File: config.mk
export PLATFORM = sky130hd
export DESIGN_NAME = bitwise_logic_pipe
export DESIGN_NICKNAME = d
export VERILOG_FILES = /design/src/rtl/bitwise_logic_pipe.sv
export SDC_FILE = /design/constraint.sdc
export NUM_CORES = 1
export LEC_CHECK = 0
export BUFFER_PORTS_ARGS = -buffer_cell sky130_fd_sc_hd__clkbuf_2
export CAP_MARGIN = 20
export CELL_PAD_IN_SITES_DETAIL_PLACEMENT = 0
export CELL_PAD_IN_SITES_GLOBAL_PLACEMENT = 1
export CORE_ASPECT_RATIO = 1.2
export CORE_MARGIN = 5
export CORE_UTILIZATION = 41
export DETAILED_ROUTE_END_ITERATION = 10
export PLACE_DENSITY_LB_ADDON = 0.1
export SLEW_MARGIN = 25
export SYNTH_ARGS = -nofsm -noshare
export SYNTH_HDL_FRONTEND = slang
export SYNTH_SLANG_ARGS = --single-unit
File: constraint.sdc
create_clock -name clk -period 3.1 [get_ports clk]
set_input_delay 0.155 -clock clk [delete_from_list [all_inputs] [get_ports clk]]
set_output_delay 0.155 -clock clk [all_outputs]
set_load 0.01 [all_outputs]
File: src/rtl/bitwise_logic_pipe.sv
// Two-stage pipelined bitwise logic unit with valid/ready handshakes on both sides.
// Stage 1 holds the operands; stage 2 holds the result, zero flag and tag that drive out_*.
module bitwise_logic_pipe #(
   parameter int WIDTH = 32,
   parameter int TAG_W = 4
) (
   input  logic             clk,
   input  logic             rst,
   input  logic             in_valid,
   output logic             in_ready,
   input  logic [2:0]       in_op,
   input  logic [WIDTH-1:0] in_a,
   input  logic [WIDTH-1:0] in_b,
   input  logic [TAG_W-1:0] in_tag,
   output logic             out_valid,
   input  logic             out_ready,
   output logic [WIDTH-1:0] out_y,
   output logic             out_zero,
   output logic [TAG_W-1:0] out_tag,
   output logic [1:0]       occupancy
);

   localparam logic [2:0] OP_AND  = 3'd0;
   localparam logic [2:0] OP_OR   = 3'd1;
   localparam logic [2:0] OP_XOR  = 3'd2;
   localparam logic [2:0] OP_NOR  = 3'd3;
   localparam logic [2:0] OP_NAND = 3'd4;
   localparam logic [2:0] OP_XNOR = 3'd5;
   localparam logic [2:0] OP_ANDN = 3'd6;
   localparam logic [2:0] OP_ORN  = 3'd7;

   logic             r_s1_valid;
   logic [2:0]       r_s1_op;
   logic [WIDTH-1:0] r_s1_a;
   logic [WIDTH-1:0] r_s1_b;
   logic [TAG_W-1:0] r_s1_tag;

   logic             r_s2_valid;
   logic [WIDTH-1:0] r_s2_y;
   logic             r_s2_zero;
   logic [TAG_W-1:0] r_s2_tag;

   logic [1:0]       r_occ;

   logic             w_s2_free;
   logic             w_s1_adv;
   logic             w_in_xfer;
   logic             w_out_xfer;
   logic [WIDTH-1:0] w_y;

   assign w_s2_free  = !r_s2_valid || out_ready;
   assign w_s1_adv   = r_s1_valid && w_s2_free;
   assign in_ready   = !r_s1_valid || w_s2_free;
   assign w_in_xfer  = in_valid && in_ready;
   assign w_out_xfer = r_s2_valid && out_ready;

   always_comb begin
      w_y = '0;
      case (r_s1_op)
         OP_AND:  w_y = r_s1_a & r_s1_b;
         OP_OR:   w_y = r_s1_a | r_s1_b;
         OP_XOR:  w_y = r_s1_a ^ r_s1_b;
         OP_NOR:  w_y = ~(r_s1_a | r_s1_b);
         OP_NAND: w_y = ~(r_s1_a & r_s1_b);
         OP_XNOR: w_y = ~(r_s1_a ^ r_s1_b);
         OP_ANDN: w_y = r_s1_a & ~r_s1_b;
         OP_ORN:  w_y = r_s1_a | ~r_s1_b;
         default: w_y = '0;
      endcase
   end

   // Stage 1 reloads whenever it is empty or draining into stage 2 this cycle.
   always_ff @(posedge clk or posedge rst) begin
      if (rst) begin
         r_s1_valid <= 1'b0;
         r_s1_op    <= '0;
         r_s1_a     <= '0;
         r_s1_b     <= '0;
         r_s1_tag   <= '0;
      end else if (in_ready) begin
         r_s1_valid <= in_valid;
         if (w_in_xfer) begin
            r_s1_op  <= in_op;
            r_s1_a   <= in_a;
            r_s1_b   <= in_b;
            r_s1_tag <= in_tag;
         end
      end
   end

   always_ff @(posedge clk or posedge rst) begin
      if (rst) begin
         r_s2_valid <= 1'b0;
         r_s2_y     <= '0;
         r_s2_zero  <= 1'b0;
         r_s2_tag   <= '0;
      end else if (w_s2_free) begin
         r_s2_valid <= r_s1_valid;
         if (w_s1_adv) begin
            r_s2_y    <= w_y;
            r_s2_zero <= ~|w_y;
            r_s2_tag  <= r_s1_tag;
         end
      end
   end

   always_ff @(posedge clk or posedge rst) begin
      if (rst) begin
         r_occ <= 2'd0;
      end else begin
         case ({w_in_xfer, w_out_xfer})
            2'b10:   r_occ <= r_occ + 2'd1;
            2'b01:   r_occ <= r_occ - 2'd1;
            default: r_occ <= r_occ;
         endcase
      end
   end

   assign out_valid = r_s2_valid;
   assign out_y     = r_s2_y;
   assign out_zero  = r_s2_zero;
   assign out_tag   = r_s2_tag;
   assign occupancy = r_occ;

endmodule

# Word level (Yosys, flattened, before mapping)
# Cells that the tools add are included.
[op_classes]
add_sub_neg = 2
eq_ne = 9
n_mux = 2
n_bitwise = 9
n_reduce_logical = 13
[op_table]
columns = ["cell", "n"]
rows = [
  ["$pmux W32 S8", 1],
  ["$not A32 Y32", 4],
  ["$and A32 B32 Y32", 2],
  ["$or A32 B32 Y32", 2],
  ["$reduce_or A32 Y1", 1],
  ["$xor A32 B32 Y32", 1],
  ["$eq A3 B3 Y1 const B", 4],
  ["$eq A3 B2 Y1 const B", 2],
  ["$pmux W2 S2", 1],
  ["$reduce_and A2 Y1", 2],
  ["$eq A3 B1 Y1 const B", 1],
  ["$logic_and A1 B1 Y1", 3],
  ["$logic_not A1 Y1", 3],
  ["$logic_not A3 Y1", 1],
  ["$add A2 B1 Y2 const B", 1],
  ["$eq A2 B1 Y1 const B", 1],
  ["$eq A2 B2 Y1 const B", 1],
  ["$logic_or A1 B1 Y1", 2],
  ["$reduce_bool A2 Y1", 1],
  ["$sub A2 B1 Y2 const B", 1],
]
[word_totals]
ff_bits = 112
in_bits = 75
out_inout_bits = 41
elab_cells = 45

# Logic depth before layout (Yosys ltp)
# Gate-level depths: netlist (run 1).
[logic_depth]
word_depth = 6
depth_mapped = 11
mapped_depth_nobuf = 9

# Least setup slack after synthesis (run 1)
# No wires, ideal clock.
[synth_timing]
path_kind = "register to register"
start = "register r_s1_a[28]"
end = "register r_s2_zero, in the netlist out_zero"
setup_time_ps = 122
arrival_time_ps = 1803
required_ps = 2978
path_slack_ps = 1175
path_stages_with_launch = 9
path_cell_list = "dfrtp_1 -> inv_1 -> ha_1 -> mux4_1 -> nand4_1 -> or3_1 -> o31a_1 -> nor3_2 -> a32o_1"
[synth_between]
elab_chain_len = 5
elab_cells_between_ends = 11
[synth_lines]
columns = ["element", "line", "source"]
rows = [
  ["from (decl)", "34", "logic [WIDTH-1:0] r_s1_a;"],
  ["from (signal assigned)", "84", "r_s1_a <= in_a;"],
  ["$xor A32 B32 Y32 (tied with other cells)", "62, 65", ""],
  ["$not A32 Y32 (on tied branches)", "65, 63, 64", ""],
  ["$pmux W32 S8 (*)", "59", "case (r_s1_op)"],
  ["$reduce_or A32 Y1 (*)", "101", "r_s2_zero <= ~|w_y;"],
  ["$logic_not A1 Y1 (*)", "101", ""],
  ["to (signal assigned)", "101", ""],
  ["to (decl)", "40", "logic r_s2_zero;"],
]
# Every way passes the cells marked *; elsewhere a longest branch is shown, timed or not.
# A chain may end at the register's enable or synchronous reset.

# Worst setup path in the final report (run 1)
[layout_timing]
start = "register r_s1_op[0]"
end = "register r_s2_zero, in the netlist out_zero"
[layout_between]
elab_chain_len = 4
elab_cells_between_ends = 11
[layout_lines]
columns = ["element", "line", "source"]
rows = [
  ["from (decl)", "33", "logic [2:0] r_s1_op;"],
  ["from (signal assigned)", "83", "r_s1_op <= in_op;"],
  ["$eq A3 B3 Y1 (tied with other cells)", "59", ""],
  ["$pmux W32 S8 (*)", "59", ""],
  ["$reduce_or A32 Y1 (*)", "101", ""],
  ["$logic_not A1 Y1 (*)", "101", ""],
]
# Marked as above.

==> impl_results.md, run 1 <==
- Synth Register Bits: 112
- Leakage: 4.64 nW
- Final-report hold violation count: 0
- Final WS setup: 0.475 ns
- Setup-failing EPs final: 0
- Area contributors post-synth: dfrtp_1, ha_1, mux2_2
- Worst slack, placed: 0.470 ns
- Hold Crit Class: primary input to flip-flop
- Max-slew violation count: 0
- R2r endpoint: out_zero
- Min cycle time layout: 2.63 ns
- Most area-hungry cell type in the Yosys netlist: dfrtp_1
- Post-Syn Nets: 1018
- Crit path DAT: 2.88 ns
- Synthesized instance count: 814
- R2r setup slk: 0.47 ns
- YS warnings: 0
- Drt first pass iters: 4
- Max FO, Critical Path: 86
- Yosys top cell area share: 33.9%
- Ys async rst share: 100%
- Clock Path Buffers: 2
- Layout cells sized above 1: 26.8%
- CP Class: flip-flop to flip-flop
- Number of remaining DRC errors: 0
- Worst slew margin: 52.1%
- Worst setup endpoint: out_zero
- Critical Path Start: r_s1_op[0]
- Peak VDD IR: 0.281 mV
- Crit path buf inv count: 2
- Initial Utilization: 41.3%
- Worst-Skew Late Latency: 0.36 ns
- Worst r2r src: r_s1_op[0]
- Vias in the first global route: 6403
- Gr usage total: 16.7%
- Max stage delay on crit path: 0.69 ns
- ANT nets after route: 0
- Hpwl dp: 14400 um
- Levels on crit path: 8
- Cells on worst reg2reg path: 8
- Sequential share of the synthesized area: 33.9%
- Tightest Pin Transition: 0.719 ns
- Unique masters post-synth: 60
- Die area: 23100 um^2
- Worst path top cell family by delay: flip-flops
- Syn Area/Cell: 10.2 um^2
- Final WL: 19300 um
- Routability congestion estimate: 0.792
- Status: finished, final reports clean
- Commonest non-fill, non-tap cell in the layout: ha_1
- IO Count: 116
- Total negative slack: 0 ns
- Ant. Diodes: 0
- Total number of vias: 6042
- Port bufs: 115
- Chip Height: 166 um
- PwrDens: 569 nW/um^2
- Startpoint Class: flip-flop
- First-pass GRT wire length: 31800 um
- Nets: 1110
- Cell Area, Synth: 8270 um^2
- Clock transition at path regs: 0.08 ns
- CP Capture Type: flip-flop
- Fmax: 381 MHz
- Critical path cell sequence: buf_12 > buf_4 > mux2_2 > a221oi_1 > o22ai_1 > nand3_1 > nor3_2 > a32o_1
- RSZ-0062 raised after global routing: no
- Most frequent cells in the layout: ha_1, clkbuf_2, dfrtp_1
- TritonCTS clock tree: done
- Tot Pwr: 5.31 mW
- Sink Count: 112
- Worst EP required: 3.35 ns
- Iteration-0 DRC Markers: 205
- Slowest stage cell on the critical path: dfrtp_4
- Via/cell ratio: 5.14
- Total core area: 20000 um^2
- Initial antenna violation count: 0
- EDFF count, synth: 0
- DIE WIDTH: 140 um
- Row count: 57
- Average wire per standard cell: 16.4 um
- TritonCTS buffer count: 9
- Fin crit share: 84.7%
- Final clock skew: 0.0114 ns
- Overflow after GRT: 0
- Hold WS: 0.0214 ns
- H-tree levels: 3
- Pin count of the biggest net entering global routing: 87
- Max Cap Viol: 0
- Clk root buf: clkbuf_16
- Post-CTS Setup Inserts: 0
- Ys flop type: dfrtp_1
- Syn-to-layout area delta: 12.8%
==> report_power, final <==
part | internal [mW] | total (mW) | switching [mW]
clock network | 0.571 | 1.18 | 0.609
registers | 1.77 | 2.09 | 0.313
logic | 0.936 | 2.05 | 1.11
==> what timing repair did <==
action / in CTS / in global routing
hold buffers: 1 / 0
resized for setup: 0 / 0
hold endpoints to repair: 22 / 0
==> worst reg2reg max path, stage by stage (launching register included) <==
cell      delay, ns
dfrtp_4        0.69
buf_12         0.35
buf_4          0.36
mux2_2         0.34
a221oi_1       0.25
o22ai_1        0.14
nand3_1        0.09
nor3_2         0.05
a32o_1         0.25
==> flip-flops by register name, summed over array words and instances (netlist names) <==
signal,cells
r_s1_a,32
out_zero,1
r_s1_tag,4
occupancy,2
r_s1_b,32
out_tag,4
out_y,32
out_valid,1
r_s1_valid,1
r_s1_op,3
==> through the flow <==
step	cell area, um^2	util, %	std cells
floorplan	8280	-	814
finish	9340	46.6	1176
detailed placement	9020	45.0	1159
global placement	9020	45.0	1159
global route	9340	46.6	1176
CTS	9330	46.6	1176
==> worst min path at each step <==
stage / startpoint / endpoint / slack (ns) / cells past startpoint
floorplan: in_valid / r_s1_valid / 0.26 / 1
global placement: rst / out_tag[1] / 0.21 / 2
detailed placement: rst / out_tag[1] / 0.23 / 2
CTS: in_a[2] / r_s1_a[2] / 0.003 / 2
global route: in_b[2] / r_s1_b[2] / 0.002 / 2
finish: in_tag[1] / r_s1_tag[1] / 0.02 / 2
==> Yosys cell counts (5+ instances only) <==
library cell	instances
a211oi_1	19
a21boi_0	5
a21oi_1	27
buf_2	10
buf_4	6
buf_6	11
clkbuf_1	18
dfrtp_1	112
ha_1	129
inv_1	78
mux2_2	86
mux2i_1	30
mux4_1	7
nand2_1	90
nand2b_1	6
nand4_1	7
nor2_1	33
nor2b_1	8
o21ai_0	51
o221ai_1	5
o22ai_1	12
==> metal layers <==
metal  share of wire (%)  up-vias  GRT usage [%]
met5                   0        -              0
met4                 1.8        0           5.69
met3                 3.3       20           2.31
met2                  52      107           30.4
met1                  43     2939           20.1
li1                    -     2976              -
==> cell type report <==
type                    instances  area [um^2]
flip-flops and latches        112         2810
repair buffers                129          721
well taps                     265          332
multi-input cells             575         4880
fillers                      1959        10700
inverters                      79          300
clock buffers                   9          225
clock inverters                 7         71.3
==> kinds of logic after synthesis <==
| group | synth area share [%] |
|---|---|
| and+or+nand+nor | 8.74 |
| AOI/OAI and AO/OA | 11.4 |
| adders and majority gates | 19.5 |
| buffers and inverters | 7.33 |
| muxes | 18.6 |
| DFF | 33.9 |
| xor gates and xnor gates | 0.529 |
(Power assumes the default switching activity.)
==> run 2, diff against run 1 <==
Settings changed: CORE_UTILIZATION 41 to 46.
Clock period 3.1 ns to 2.7 ns, I/O delays scaled along.
==> run 2 against run 1 <==
Effect of this change: fmax is 8.4% higher; clock power is 8% higher; hold slack worse by 0.016 ns; sequential power is 13% higher; critical endpoint unchanged; wire length is 1.6% lower; global-route usage is 2.0 points higher; register-to-register slack worse by 0.20 ns; clock skew is 0.0016 ns lower.
==> impl_results.md, run 2 (synthesis gave the netlist of run 1 again) <==
- Final non-filler cell total: 1173 (was 1176)
- Final core occ: 54.9% (was 46.6%)
- Vias in the first global route: 6339 (was 6403)
- Leakage: 4.80 nW (was 4.64 nW)
- Max-slew violation count: 0 (unchanged)
- Critical path cell sequence: or2_1 > o22ai_1 > a211oi_1 > nand4_1 > nor4b_1 > a32o_1 (was buf_12 > buf_4 > mux2_2 > a221oi_1 > o22ai_1 > nand3_1 > nor3_2 > a32o_1)
- Commonest non-fill, non-tap cell in the layout: ha_1 (unchanged)
- # resized after CTS: 0 (unchanged)
- Hpwl dp: 14000 um (was 14400 um)
- Status: finished, final reports clean (unchanged)
- Final WL: 19000 um (was 19300 um)
- Placement Cell Area: 8980 um^2 (was 9020 um^2)
- Crit path DAT: 2.72 ns (was 2.88 ns)
- Initial Utilization: 46.9% (was 41.3%)
- Cells on worst reg2reg path: 6 (was 8)
- Fmax: 413 MHz (was 381 MHz)
- Setup-failing EPs final: 0 (unchanged)
- Slowest stage cell on the critical path: or2_1 (was dfrtp_4)
- Initial antenna violation count: 0 (unchanged)
- Min cycle time layout: 2.42 ns (was 2.63 ns)
- Chip Height: 157 um (was 166 um)
- Sw Pwr: 2.28 mW (was 2.03 mW)
- Layout cells sized above 1: 25.5% (was 26.8%)
- Crit path buf inv count: 0 (was 2)
- Clk root buf: clkbuf_16 (unchanged)
- Final instance area: 9690 um^2 (was 9340 um^2)
- Row count: 53 (was 57)
- Nets: 1152 (was 1110)
- Gr usage total: 18.7% (was 16.7%)
- R2r setup slk: 0.28 ns (was 0.47 ns)
- Sequential share of power: 39.0% (was 39.3%)
- Worst-Skew Late Latency: 0.36 ns (about the same)
- Inst Count DP: 1114 (was 1159)
- Worst r2r src: r_s1_op[1] (was r_s1_op[0])
- Max Cap Viol: 0 (unchanged)
- First-pass GRT wire length: 31900 um (was 31800 um)
- CP Class: flip-flop to flip-flop (unchanged)
- TritonCTS clock tree: done (unchanged)
- Combinational share of power: 40.0% (was 38.5%)
- Max stage delay on crit path: 0.54 ns (was 0.69 ns)
- H-tree levels: 3 (unchanged)
- Worst EP required: 2.99 ns (was 3.35 ns)
- Total core area: 17600 um^2 (was 20000 um^2)
- Worst path top cell family by delay: simple AND/OR/NAND/NOR gates (was flip-flops)
- Total number of vias: 6180 (was 6042)
- Clock Path Buffers: 2 (unchanged)
- Tightest Pin Transition: 0.715 ns (was 0.719 ns)
- Total negative slack: 0 ns (unchanged)
- Average wire per standard cell: 16.2 um (was 16.4 um)
- Die area: 20800 um^2 (was 23100 um^2)
- R2r endpoint: out_zero (unchanged)
- Hold Crit Class: primary input to flip-flop (unchanged)
- Pin count of the biggest net entering global routing: 113 (was 87)
- Ant. Diodes: 0 (unchanged)
- Via/cell ratio: 5.27 (was 5.14)
- Fin crit share: 89.7% (was 84.7%)
- Switch share: 37.6% (was 38.2%)
- Syn-to-layout area delta: 17.1% (was 12.8%)
- CP Capture Type: flip-flop (unchanged)
- DIE WIDTH: 132 um (was 140 um)
- Startpoint Class: flip-flop (unchanged)
- Worst slew margin: 52.3% (was 52.1%)
- IO Count: 116 (unchanged)
- Clock transition at path regs: 0.08 ns (about the same)
- TritonCTS buffer count: 9 (unchanged)
- Overflow after GRT: 0 (unchanged)
- Final-report hold violation count: 0 (unchanged)
- Iteration-0 DRC Markers: 320 (was 205)
- Port bufs: 115 (unchanged)
- Cell-internal power: 3.79 mW (was 3.28 mW)
- Drt first pass iters: 4 (unchanged)
- Tot Pwr: 6.08 mW (was 5.31 mW)
- Levels on crit path: 6 (was 8)
- Sink Count: 112 (unchanged)
- PwrDens: 627 nW/um^2 (was 569 nW/um^2)
- Number of remaining DRC errors: 0 (unchanged)
- RSZ-0062 raised after global routing: no (unchanged)
- Clock group share of total power: 21.1% (was 22.2%)
- Critical Path Start: r_s1_op[1] (was r_s1_op[0])
- Most frequent cells in the layout: ha_1, clkbuf_2, dfrtp_1 (unchanged)
- Routability congestion estimate: 0.827 (was 0.792)
- Max FO, Critical Path: 15 (was 86)
- Peak VDD IR: 0.311 mV (was 0.281 mV)
- ANT nets after route: 0 (unchanged)
- Fillers: 1588 (was 1959)
- Final clock skew: 0.00978 ns (was 0.0114 ns)
- Worst setup endpoint: out_zero (unchanged)
[run 2: cell count changes in the layout (fill, tap and decap cells not counted)]
cell | before | now
clkinvlp_4 | 3 | 4
dlygate4sd3_1 | 1 | 43
inv_6 | 2 | 1
clkinv_2 | 0 | 1
clkinv_4 | 0 | 1
inv_8 | 2 | 0
clkinv_8 | 1 | 0
clkbuf_1 | 0 | 1
buf_12 | 3 | 4
buf_4 | 10 | 9
[run 2: cell type report]
cell class              count  area [um^2]  area share [%]
multi-input cells         575         4880            50.4
flip-flops and latches    112         2810            29.0
repair buffers            171         1150            11.9
inverters                  79          300            3.10
well taps                 220          275            2.84
clock buffers              10          229            2.36
clock inverters             6         45.0           0.465
[run 2: power by group through the flow]
stage	registers (mW)	clock network [mW]	logic [mW]
6_report	2.37	1.28	2.43
3_5_place_dp	2.41	0	2.39
2_1_floorplan	2.39	0	1.66
3_3_place_gp	2.38	0	2.32
5_1_grt	2.43	1.39	2.74
4_1_cts	2.38	1.33	2.46
[run 2: worst min-delay path by stage]
stage,startpoint,endpoint,slack (ns),cells past startpoint
floorplan,in_valid,r_s1_valid,0.24,1
global route,in_a[2],r_s1_a[2],0.002,2
finish,in_b[17],r_s1_b[17],0.006,2
CTS,in_a[26],r_s1_a[26],0.00006,2
detailed placement,rst,occupancy[0],0.36,3
global placement,rst,occupancy[1],0.34,3
[run 2: repair_timing]
| action | 4_1_cts | 5_1_grt |
|---|---|---|
| buffers inserted | 0 | 0 |
| hold buffers | 43 | 0 |
| endpoints found under the hold margin | 154 | 0 |
[run 2: layer usage]
layer | track usage [%] | up-vias | routed length, um | share of wire, %
met5 | 0 | - | 0 | 0
met1 | 23.6 | 2977 | 8410 | 44
met4 | 6.19 | 0 | 373 | 2.0
met3 | 2.78 | 28 | 714 | 3.8
met2 | 33.1 | 121 | 9490 | 50
li1 | - | 3054 | - | -
[run 2: per-stage QoR]
| stage | setup slack (ns) | hold WS (ns) |
|---|---|---|
| after global placement | 0.336 | 0.338 |
| after floorplan | 0.775 | 0.243 |
| after detailed placement | 0.259 | 0.356 |
| final | 0.277 | 0.00567 |
| after CTS | 0.242 | 0.0000595 |
| after global routing | 0.0392 | 0.00193 |
[run 2: worst register-to-register path: stages (launching register included)]
cell	delay (ns)
dfrtp_2	0.52
or2_1	0.55
o22ai_1	0.18
a211oi_1	0.32
nand4_1	0.16
nor4b_1	0.40
a32o_1	0.23
